`config.mk`:
```
export PLATFORM = sky130hd
export DESIGN_NAME = pcie_dllp_crc_stream
export DESIGN_NICKNAME = d
export VERILOG_FILES = /design/src/rtl/pcie_dllp_crc_stream.sv
export SDC_FILE = /design/constraint.sdc
export NUM_CORES = 1
export LEC_CHECK = 0
export ABC_AREA = 1
export ABC_CLOCK_PERIOD_IN_PS = 6550
export CORE_ASPECT_RATIO = 0.9
export CORE_MARGIN = 10
export CORE_UTILIZATION = 35
export CTS_CLUSTER_SIZE = 8
export DETAILED_ROUTE_END_ITERATION = 6
export PLACE_DENSITY_LB_ADDON = 0.25
export SETUP_SLACK_MARGIN = 0.5
export SLEW_MARGIN = 5
export SYNTH_ARGS = -nofsm -noshare
export SYNTH_HDL_FRONTEND = slang
export SYNTH_SLANG_ARGS = --single-unit
```
`constraint.sdc`:
```
create_clock -name clk_i -period 6.55 [get_ports clk_i]
set_clock_uncertainty 0.05 [all_clocks]
set_input_delay 1.31 -clock clk_i [delete_from_list [all_inputs] [get_ports clk_i]]
set_output_delay 1.31 -clock clk_i [all_outputs]
set_load 0.01 [all_outputs]
```
`src/rtl/pcie_dllp_crc_stream.sv`:
```
// Streaming CRC-16 (MSB-first, left shift) over a byte stream with keep-masked last beat.
// Define PCIE_DLLP_CRC_BITMAP_EN to present crc_o in PCIe wire bit mapping (complemented, bytes bit-reversed).
module pcie_dllp_crc_stream #(
  parameter int unsigned DATA_WIDTH = 32,
  parameter int unsigned KEEP_WIDTH = DATA_WIDTH / 8,
  parameter logic [15:0] POLY       = 16'h100B,
  parameter logic [15:0] INIT       = 16'hFFFF
) (
  input  logic                  clk_i,
  input  logic                  rst_i,
  input  logic [DATA_WIDTH-1:0] s_tdata_i,
  input  logic [KEEP_WIDTH-1:0] s_tkeep_i,
  input  logic                  s_tvalid_i,
  input  logic                  s_tlast_i,
  output logic                  s_tready_o,
  output logic [15:0]           crc_o,
  output logic                  crc_valid_o,
  input  logic                  crc_ready_i,
  output logic                  busy_o
);

  typedef enum logic [1:0] {
    IDLE,
    ACCUM,
    DONE
  } state_t;

  state_t      r_state;
  state_t      w_state_nxt;
  logic [15:0] r_crc;
  logic [15:0] r_crc_out;
  logic [15:0] w_crc_calc;
  logic [15:0] w_crc_fin;
  logic        w_accept;

  // r_crc is back at INIT whenever no frame is open, so it is always the correct seed.
  always_comb begin : crc_update
    logic [15:0] c;
    logic [7:0]  b;
    logic        en;
    logic        fb;
    c  = r_crc;
    b  = '0;
    en = 1'b1;
    fb = 1'b0;
    for (int unsigned l = 0; l < KEEP_WIDTH; l++) begin
      if (s_tlast_i && !s_tkeep_i[l]) en = 1'b0;
      b = s_tdata_i[8*l +: 8];
      for (int unsigned k = 0; k < 8; k++) begin
        fb = c[15] ^ b[7];
        b  = {b[6:0], 1'b0};
        if (en) c = fb ? ({c[14:0], 1'b0} ^ POLY) : {c[14:0], 1'b0};
      end
    end
    w_crc_calc = c;
  end

`ifdef PCIE_DLLP_CRC_BITMAP_EN
  assign w_crc_fin = ~{w_crc_calc[8],  w_crc_calc[9],  w_crc_calc[10], w_crc_calc[11],
                       w_crc_calc[12], w_crc_calc[13], w_crc_calc[14], w_crc_calc[15],
                       w_crc_calc[0],  w_crc_calc[1],  w_crc_calc[2],  w_crc_calc[3],
                       w_crc_calc[4],  w_crc_calc[5],  w_crc_calc[6],  w_crc_calc[7]};
`else
  assign w_crc_fin = w_crc_calc;
`endif

  assign w_accept = s_tvalid_i && s_tready_o;

  always_ff @(posedge clk_i or posedge rst_i) begin
    if (rst_i) begin
      r_state   <= IDLE;
      r_crc     <= INIT;
      r_crc_out <= '0;
    end else begin
      r_state <= w_state_nxt;
      if (w_accept) begin
        if (s_tlast_i) begin
          r_crc     <= INIT;
          r_crc_out <= w_crc_fin;
        end else begin
          r_crc <= w_crc_calc;
        end
      end
    end
  end

  always_comb begin
    w_state_nxt = r_state;
    s_tready_o  = 1'b0;
    crc_valid_o = 1'b0;
    busy_o      = 1'b0;
    case (r_state)
      IDLE: begin
        s_tready_o = !rst_i;
        if (w_accept) w_state_nxt = s_tlast_i ? DONE : ACCUM;
      end
      ACCUM: begin
        s_tready_o = !rst_i;
        busy_o     = 1'b1;
        if (w_accept && s_tlast_i) w_state_nxt = DONE;
      end
      DONE: begin
        s_tready_o  = !rst_i && crc_ready_i;
        crc_valid_o = 1'b1;
        if (w_accept)         w_state_nxt = s_tlast_i ? DONE : ACCUM;
        else if (crc_ready_i) w_state_nxt = IDLE;
      end
      default: w_state_nxt = IDLE;
    endcase
  end

  assign crc_o = r_crc_out;

endmodule

```
* Word-level counts from Yosys, hierarchy flattened
Cells that the tools add are included.
** Word-level totals
- Register bits :: 34
- Logic and storage cells :: 166
** Operators by class
- Equality and inequality tests :: 5
- Multiplexer cells :: 78
- Bitwise operators :: 64
- Reduce and logical (&&, ||, !) cells :: 16
** Operators by type and width (count)
- two-way mux 16 bit :: 33
- two-way mux 13 bit :: 32
- NOT 4 bit :: 32
- bitwise XOR 1 bit :: 32
- two-way mux 2 bit :: 5
- logical AND 1 bit :: 7
- two-way mux 1 bit :: 6
- case mux 2 bit (3 select lines) :: 1
- logical NOT 1 bit :: 5
- != test 2 bit (second input constant) :: 2
- != test 3 bit (second input constant) :: 1
- AND reduction 3 bit :: 1
- equality test 2 x 1 -> 1 bit (second input constant) :: 1
- equality test 2 bit (second input constant) :: 1
- logical NOT 2 bit :: 1
- case mux 1 bit (2 select lines) :: 1
- AND reduction 2 bit :: 1
- OR reduction 2 bit :: 1

* Logic depth before layout (Yosys ltp)
Gate-level depths: netlist of run 1.
- Word-level depth :: 97
- Gate-level depth with buffers :: 50
- Depth with buffers taken out :: 50

* Worst setup path after synthesis of run 1
No wires, ideal clock.
- Path kind :: input port to flip-flop
- From :: in s_tdata_i[7]
- To :: reg r_crc_out[3] (netlist: crc_o[3])
- Setup time :: 0.117 ns
- Arrival :: 4.582 ns
- Path slack :: 1.802 ns
- Stages on the path :: 43
- Cell sequence :: inv_1 nand2_2 nand2_4 nand2_2 nand3_2 nand2_1 nand2_1 nand2_2 nand2_2 nand3_2 nand2_2 xor2_2 nand2_2 nand2_1 o21ai_2 a21o_1 nand2_2 nand3_2 [... 7 more ...] nand2_2 nand2_4 nand2_1 nand3_1 nand2_1 nand2_2 nand2_1 nand2_1 nand3_1 nand3_2 nand2_2 nand2_2 nand3_1 nand2_1 nand2_1 nand3_1 nand2_1 nand2_1
** Between the ends
- Word-level cells in the longest chain between the ends :: 66
- Elaborated cells between the ends (all ways) :: 124
** RTL lines
- start: declaration :: RTL line 11 : input logic [DATA_WIDTH-1:0] s_tdata_i,
- bitwise XOR 1 bit (*) :: RTL line 50 : fb = c[15] ^ b[7];
- two-way mux 13 bit (*) :: RTL line 52 : if (en) c = fb ? ({c[14:0], 1'b0} ^ POLY) : {c[14:0], 1'b0};
- two-way mux 16 bit (*) :: RTL line 52
- two-way mux 13 bit or NOT 4 bit (tied branches)
- two-way mux 16 bit (*) :: RTL line 52
- two-way mux 13 bit (tied with other cells) :: RTL line 52
- two-way mux 16 bit (*) :: RTL line 52
- two-way mux 13 bit or two-way mux 16 bit (tied branches) :: RTL line 52
- [... 50 more ...]
- NOT 4 bit (no source line) (tied with other cells)
- two-way mux 13 bit or two-way mux 16 bit (tied branches) :: RTL line 52
- two-way mux 16 bit (*) :: RTL line 52
- two-way mux 13 bit or two-way mux 16 bit (tied branches) :: RTL line 52
- two-way mux 16 bit (*) :: RTL line 52
- NOT 4 bit (no source line) or bitwise XOR 1 bit (tied branches)
- two-way mux 13 bit :: RTL line 52
- two-way mux 16 bit (*) :: RTL line 52
- end signal: assignment :: RTL line 79 : r_crc_out <= w_crc_fin;
- end: declaration :: RTL line 31 : logic [15:0] r_crc_out;
Every way passes the cells marked *; elsewhere a longest branch is shown, timed or not.
A chain may end at the register's enable or synchronous reset.

* Worst setup path after layout of run 1
- From :: in s_tdata_i[7]
- To :: reg r_crc_out[13] (netlist: crc_o[13])
** Between the ends
- Word-level cells in the longest chain between the ends :: 66
- Elaborated cells between the ends (all ways) :: 121
** RTL lines (RTL line)
- bitwise XOR 1 bit (*) :: 50
- two-way mux 13 bit (*) :: 52
- two-way mux 16 bit (*) :: 52
- NOT 4 bit (no source line) or two-way mux 16 bit (tied branches)
- two-way mux 13 bit (tied with other cells) :: 52
- two-way mux 16 bit (*) :: 52
- two-way mux 13 bit or two-way mux 16 bit (tied branches) :: 52
- two-way mux 16 bit (*) :: 52
- [... 47 more ...]
- two-way mux 16 bit (*) :: 52
- two-way mux 13 bit or two-way mux 16 bit (tied branches) :: 52
- two-way mux 16 bit (*) :: 52
- two-way mux 13 bit or two-way mux 16 bit (tied branches) :: 52
- two-way mux 16 bit (*) :: 52
- NOT 4 bit (no source line) (tied with other cells)
- two-way mux 13 bit (tied with other cells) :: 52
- two-way mux 16 bit (*) (4 in a row) :: 52
Marks and branches as above.

==> results of run 1 <==
[Yosys cell counts, types with 3 or more instances]
| library cell | n |
|---|---|
| o211ai_1 | 6 |
| nand3_2 | 29 |
| a21boi_1 | 3 |
| inv_1 | 85 |
| o21ai_1 | 11 |
| clkbuf_1 | 9 |
| nand3_1 | 87 |
| nand2_2 | 61 |
| a21oi_1 | 11 |
| buf_6 | 3 |
| nand4_1 | 6 |
| xor2_2 | 3 |
| o21ai_0 | 47 |
| nand3b_1 | 10 |
| xnor2_1 | 14 |
| buf_4 | 6 |
| nand2_1 | 218 |
| o21ai_2 | 3 |
| xor2_1 | 21 |
| o22ai_1 | 4 |
| or2_2 | 4 |
| nand3_4 | 3 |
| dfrtp_1 | 18 |
| nor2_1 | 14 |
| a22oi_1 | 5 |
| dfstp_2 | 16 |
| inv_2 | 4 |
| nand2_4 | 12 |
[how the worst max path moves through the flow]
stage | end | slack (ns) | from | cells past startpoint
after floorplan | crc_o[3] | 1.80 | s_tdata_i[7] | 43
after global placement | crc_o[13] | 0.32 | s_tlast_i | 36
after detailed placement | crc_o[13] | 0.33 | s_tlast_i | 37
after CTS | crc_o[13] | 0.60 | s_tlast_i | 37
after global routing | r_crc[5] | 0.50 | s_tdata_i[7] | 43
final | crc_o[13] | 0.90 | s_tdata_i[7] | 38
[metal layers]
layer	part of all wire, %	global-route usage [%]	wire length [µm]
met2	44	24.5	6410
met3	4.3	2.54	635
met1	51	22.0	7390
met4	1.2	2.88	170
met5	0	0	0
[registers in the layout (all words and copies together), names as in the netlist]
name,count
crc_o,16
r_crc,16
r_state,2
[worst reg2reg max path, delay by kind of cell (launching register included)]
kind	cells	cell delay [ns]
AND/OR/NAND/NOR	26	2.56
AO/OA/AOI/OAI	4	0.73
buffers and inverters	3	0.35
XOR/XNOR	2	0.40
flip-flops	1	0.57
[through the flow]
stage,power (mW),hold slack [ns]
3_3_place_gp,2.54,0.416
2_1_floorplan,1.98,0.439
5_1_grt,3.18,0.453
3_5_place_dp,2.54,0.424
6_report,2.90,0.429
4_1_cts,2.86,0.441
[power by group through the flow]
stage	Clock [mW]	Combinational (mW)	Sequential (mW)
6_report	0.306	2.17	0.425
2_1_floorplan	0	1.57	0.415
5_1_grt	0.322	2.42	0.436
4_1_cts	0.312	2.13	0.422
3_5_place_dp	0	2.11	0.421
3_3_place_gp	0	2.12	0.426
[area by class of cell]
type	count	area, µm²
Clock buffer	5	125
Clock inverter	3	68.8
Fill cell	1409	7560
Inverter	90	338
Multi-Input combinational cell	592	3410
Sequential cell	34	871
Tap cell	168	210
Timing Repair Buffer	71	682
[timing repair]
action / 4_1_cts / 5_1_grt
endpoints found under the setup margin: 0 / 30
buffers inserted: 0 / 2
gates resized for setup: 0 / 12
[logic make-up (layout without fill, tap and decap cells)]
logic type | count (synthesis) | count (layout) | synth area share, %
multiplexers | 1 | 1 | 0.213
buffers and inverters | 112 | 169 | 9.95
AND/OR/NAND/NOR | 453 | 453 | 50.7
flip-flops | 34 | 34 | 18.5
AO/OA/AOI/OAI | 99 | 99 | 12.5
XOR/XNOR | 39 | 39 | 8.15
==> impl_metrics.ini, run 1 <==
[detailed_routing]
drtPass1Iterations = 5
wl_per_cell_um = 15.2
drt_iter0_drc = 432
ant_nets = 0
num_vias = 4785
routed_wl_um = 14600
drc_errors = 0
routed_via_density = 4.97

[timing]
tightestPinTransition_ns = 0.865
post-route-min-period_ns = 5.65
relSlewSlack_pct = 42.1
final.setup.tns_ns = 0
grt_setup_unrepaired = yes
setup_viol = 0
slew_viol_final = 0
hold_viol = 0
fmax_mhz = 177
setup_ws_ns = 0.900
fin_crit_sh_pct = 86.3

[min_path]
holdPathStages = 2
hold_start = crc_o[15]
hp-class = register to register
worstHoldEndpoint = crc_o[15]

[setup_path]
crit_family = simple AND/OR/NAND/NOR gates
cpPeakStageDelay_ns = 0.48
crit_arrival_ns = 5.75
critPathKind = input port to register
cp_num_buf_inv = 1
rr_endpoint = crc_o[13]
end_kind = register
crit_path_start_kind = input port
required_ns = 6.65
rr_worst_depth = 35
r2r_slack_ns = 1.74
reg2reg_from = r_crc[15]
crit_top_cell = nand2_2
critPathMaxFanout = 17
cp_slowest_cell = clkdlybuf4s50_1

[pwr]
p_seq_share_pct = 14.6
p_int_mw = 1.36
p_comb_share_pct = 74.8
p_sw_share_pct = 53.3
ir_drop_mv = 0.197
power_density_nw_per_um2 = 509
switching_power_mw = 1.55
power_leakage_nw = 2.88
clock_power_share_pct = 10.5

[synthesis]
synth_flop_cell = dfrtp_1
synth_top_area_share_pct = 17.4
ys_warn_count = 0
ys_types = 46
synth-edff-count = 0
synth.ff_latch_count = 34
synth_top_area_cell = nand2_1
async_flop_share_pct = 100
syn_inst = 738
synth_area_leaders = nand2_1, dfrtp_1, nand3_1
seq_area_frac_synth_pct = 18.5
syn_area_per_cell_um2 = 6.37
syn_area_um2 = 4700
syn_nets = 779

[global_route]
antenna_found_initial = 0
grt_pass1_wl_um = 23600
grt.overflow.total = 0
first_global_vias = 4460
grt_start_max_net_pins = 35
track_usage_pct = 15.6

[floorplanning]
start_util_pct = 35.4
rows = 40
die-area_um2 = 18500
coreArea_um2 = 13300
die_y_um = 130
fp.dieW_um = 142
num_io_pins = 60

[layout]
fin_util_pct = 43.0
drive_gt1_share_pct = 21.4
post_layout_nonfiller_instances = 963
syn2layout_area_growth_pct = 21.3
final_cell_mix = nand2_1, nand3_1, inv_1
final_common_cell = nand2_1
nNetsFinal = 835
diodes = 0
stdcell_area_um2 = 5700

[place]
place_ws_ns = 0.333
hpwl_um = 11800
portBuffers = 59
globalplace.congestion = 0.918
place_area_um2 = 5450
dp.cells = 953

[clocking]
clkSinkCount = 34
tritoncts = built
clock_path_buffers = 2
hold_buffers = 0
clkTransAtPathRegs_ns = 0.06
cts_root_buffer = clkbuf_16
h-tree-depth = 2
cts_buffers = 5
clk_latency_ns = 0.28

[run]
cap_violations = 0

[status]
status = complete, no violations
Power figures use the tool's default switching activity.
==> run 2: changes to the inputs <==
--- a/config.mk
+++ b/config.mk
@@ -10,6 +10,7 @@
 export CORE_ASPECT_RATIO = 0.9
 export CORE_MARGIN = 10
 export CORE_UTILIZATION = 35
+export CTS_BUF_LIST = sky130_fd_sc_hd__clkbuf_2
 export CTS_CLUSTER_SIZE = 8
 export DETAILED_ROUTE_END_ITERATION = 6
 export PLACE_DENSITY_LB_ADDON = 0.25
==> run 2 against run 1 <==
Sequential share of layout area rose by 0.38 points. Clock power fell by 40%. Sequential power fell by 0.9%. Maximum frequency rose by 2.4%. Routed wire length fell by 0.82%. Critical path depth rose by 3. Clock-buffer cell count did not move. Non-clock buffer count fell by 2. Design area fell by 2.5%. Hold slack improved by 0.025 ns. Global-route usage fell by 0.084 points. Critical path type unchanged. Critical endpoint unchanged.
==> impl_metrics.ini, run 2 (synthesized netlist as in run 1, its figures left out) <==
[setup_path]
crit_top_cell = nand2_2
critPathMaxFanout = 18
required_ns = 6.81
end_kind = register
crit_path_start_kind = input port
crit_arrival_ns = 5.78
cp_slowest_cell = clkdlybuf4s50_1
critPathKind = input port to register
cpPeakStageDelay_ns = 0.48

[global_route]
antenna_found_initial = 0
first_global_vias = 4444
grt_pass1_wl_um = 23600
grt.overflow.total = 0
grt_start_max_net_pins = 35
track_usage_pct = 15.5

[clocking]
cts_root_buffer = clkbuf_2
clock_path_buffers = 2
cts_buffers = 5
h-tree-depth = 2
post_cts_buffers = 0
clkTransAtPathRegs_ns = 0.21
clk_latency_ns = 0.41
clkSinkCount = 34
tritoncts = built

[pwr]
fin_total_pwr_mw = 2.74
p_int_mw = 1.22
p_comb_share_pct = 77.9
switching_power_mw = 1.52
power_leakage_nw = 2.83
ir_drop_mv = 0.238
clock_power_share_pct = 6.7
p_sw_share_pct = 55.4
p_seq_share_pct = 15.4
power_density_nw_per_um2 = 492

[floorplanning]
rows = 40
die-area_um2 = 18500
start_util_pct = 35.4
num_io_pins = 60
coreArea_um2 = 13300
die_y_um = 130
fp.dieW_um = 142

[timing]
grt_setup_unrepaired = no
fin_crit_sh_pct = 84.2
final.setup.tns_ns = 0
tightestPinTransition_ns = 0.905
hold_viol = 0
slew_viol_final = 0
relSlewSlack_pct = 39.4
fmax_mhz = 181
post-route-min-period_ns = 5.52
setup_viol = 0

[run]
cap_violations = 0

[place]
globalplace.congestion = 0.918
portBuffers = 59
hpwl_um = 11800
dp.cells = 953
place_area_um2 = 5450

[detailed_routing]
num_vias = 4758
wl_per_cell_um = 15.1
drt_iter0_drc = 370
drc_errors = 0
routed_wl_um = 14500
drtPass1Iterations = 5
ant_nets = 0
routed_via_density = 4.95

[layout]
syn2layout_area_growth_pct = 18.3
final_cell_mix = nand2_1, nand3_1, inv_1
final_common_cell = nand2_1
drive_gt1_share_pct = 20.8
post_layout_nonfiller_instances = 961
nNetsFinal = 833
stdcell_area_um2 = 5560
diodes = 0

[min_path]
hp-class = register to register

[status]
status = complete, no violations
[run 2: final timing paths]
| path | startpoint | to | slack, ns | cells after the start |
|---|---|---|---|---|
| max in group asynchronous | rst_i | r_crc[9] | 4.85 | 3 |
| setup reg to reg | r_crc[15] | r_crc[13] | 1.72 | 37 |
| hold / removal | crc_o[15] | crc_o[15] | 0.45 | 2 |
| hold reg to reg | crc_o[15] | crc_o[15] | 0.45 | 2 |
| setup / recovery | s_tdata_i[7] | crc_o[13] | 1.03 | 41 |
| min in group asynchronous | rst_i | crc_o[5] | 1.24 | 3 |
[run 2: area by class of cell]
type,count,area [µm²]
fillers,1421,7700
flip-flops and latches,34,871
clock buffers,5,25.0
multi-input cells,592,3370
inverters,90,338
clock inverters,3,68.8
repair buffers,69,674
well taps,168,210
[run 2: per-stage QoR]
step                utilization, %  setup WS [ns]  hold slack, ns
floorplan                        -           1.80           0.439
global placement              41.1          0.321           0.416
detailed placement            41.1          0.333           0.424
CTS                           41.8          0.766           0.466
global route                  41.9          0.530           0.482
finish                        41.9           1.03           0.455
[run 2: repair_timing]
| action | CTS | global route |
|---|---|---|
| gates resized for setup | 0 | 6 |
| hold buffers | 0 | 0 |
| setup endpoints to repair | 0 | 27 |
| endpoints found under the hold margin | 0 | 0 |
[run 2: critical path, delay by kind of cell]
family | cells | cell delay, ns
XOR/XNOR | 1 | 0.17
AND/OR/NAND/NOR | 36 | 3.47
buffers and inverters | 2 | 0.53
AO/OA/AOI/OAI | 2 | 0.29
[run 2: per-layer routing]
layer,share of wire (%),track usage [%],vias up
li1,-,-,2495
met1,51,22.0,2146
met2,44,24.4,111
met3,4.2,2.65,6
met4,0.88,2.34,0
met5,0,0,-
[run 2: power groups by stage]
stage               sequential, mW  clock, mW  combinational (mW)
CTS                          0.419      0.184                2.13
global route                 0.434      0.195                2.38
detailed placement           0.421          0                2.11
global placement             0.426          0                2.12
floorplan                    0.415          0                1.57
finish                       0.421      0.183                2.13
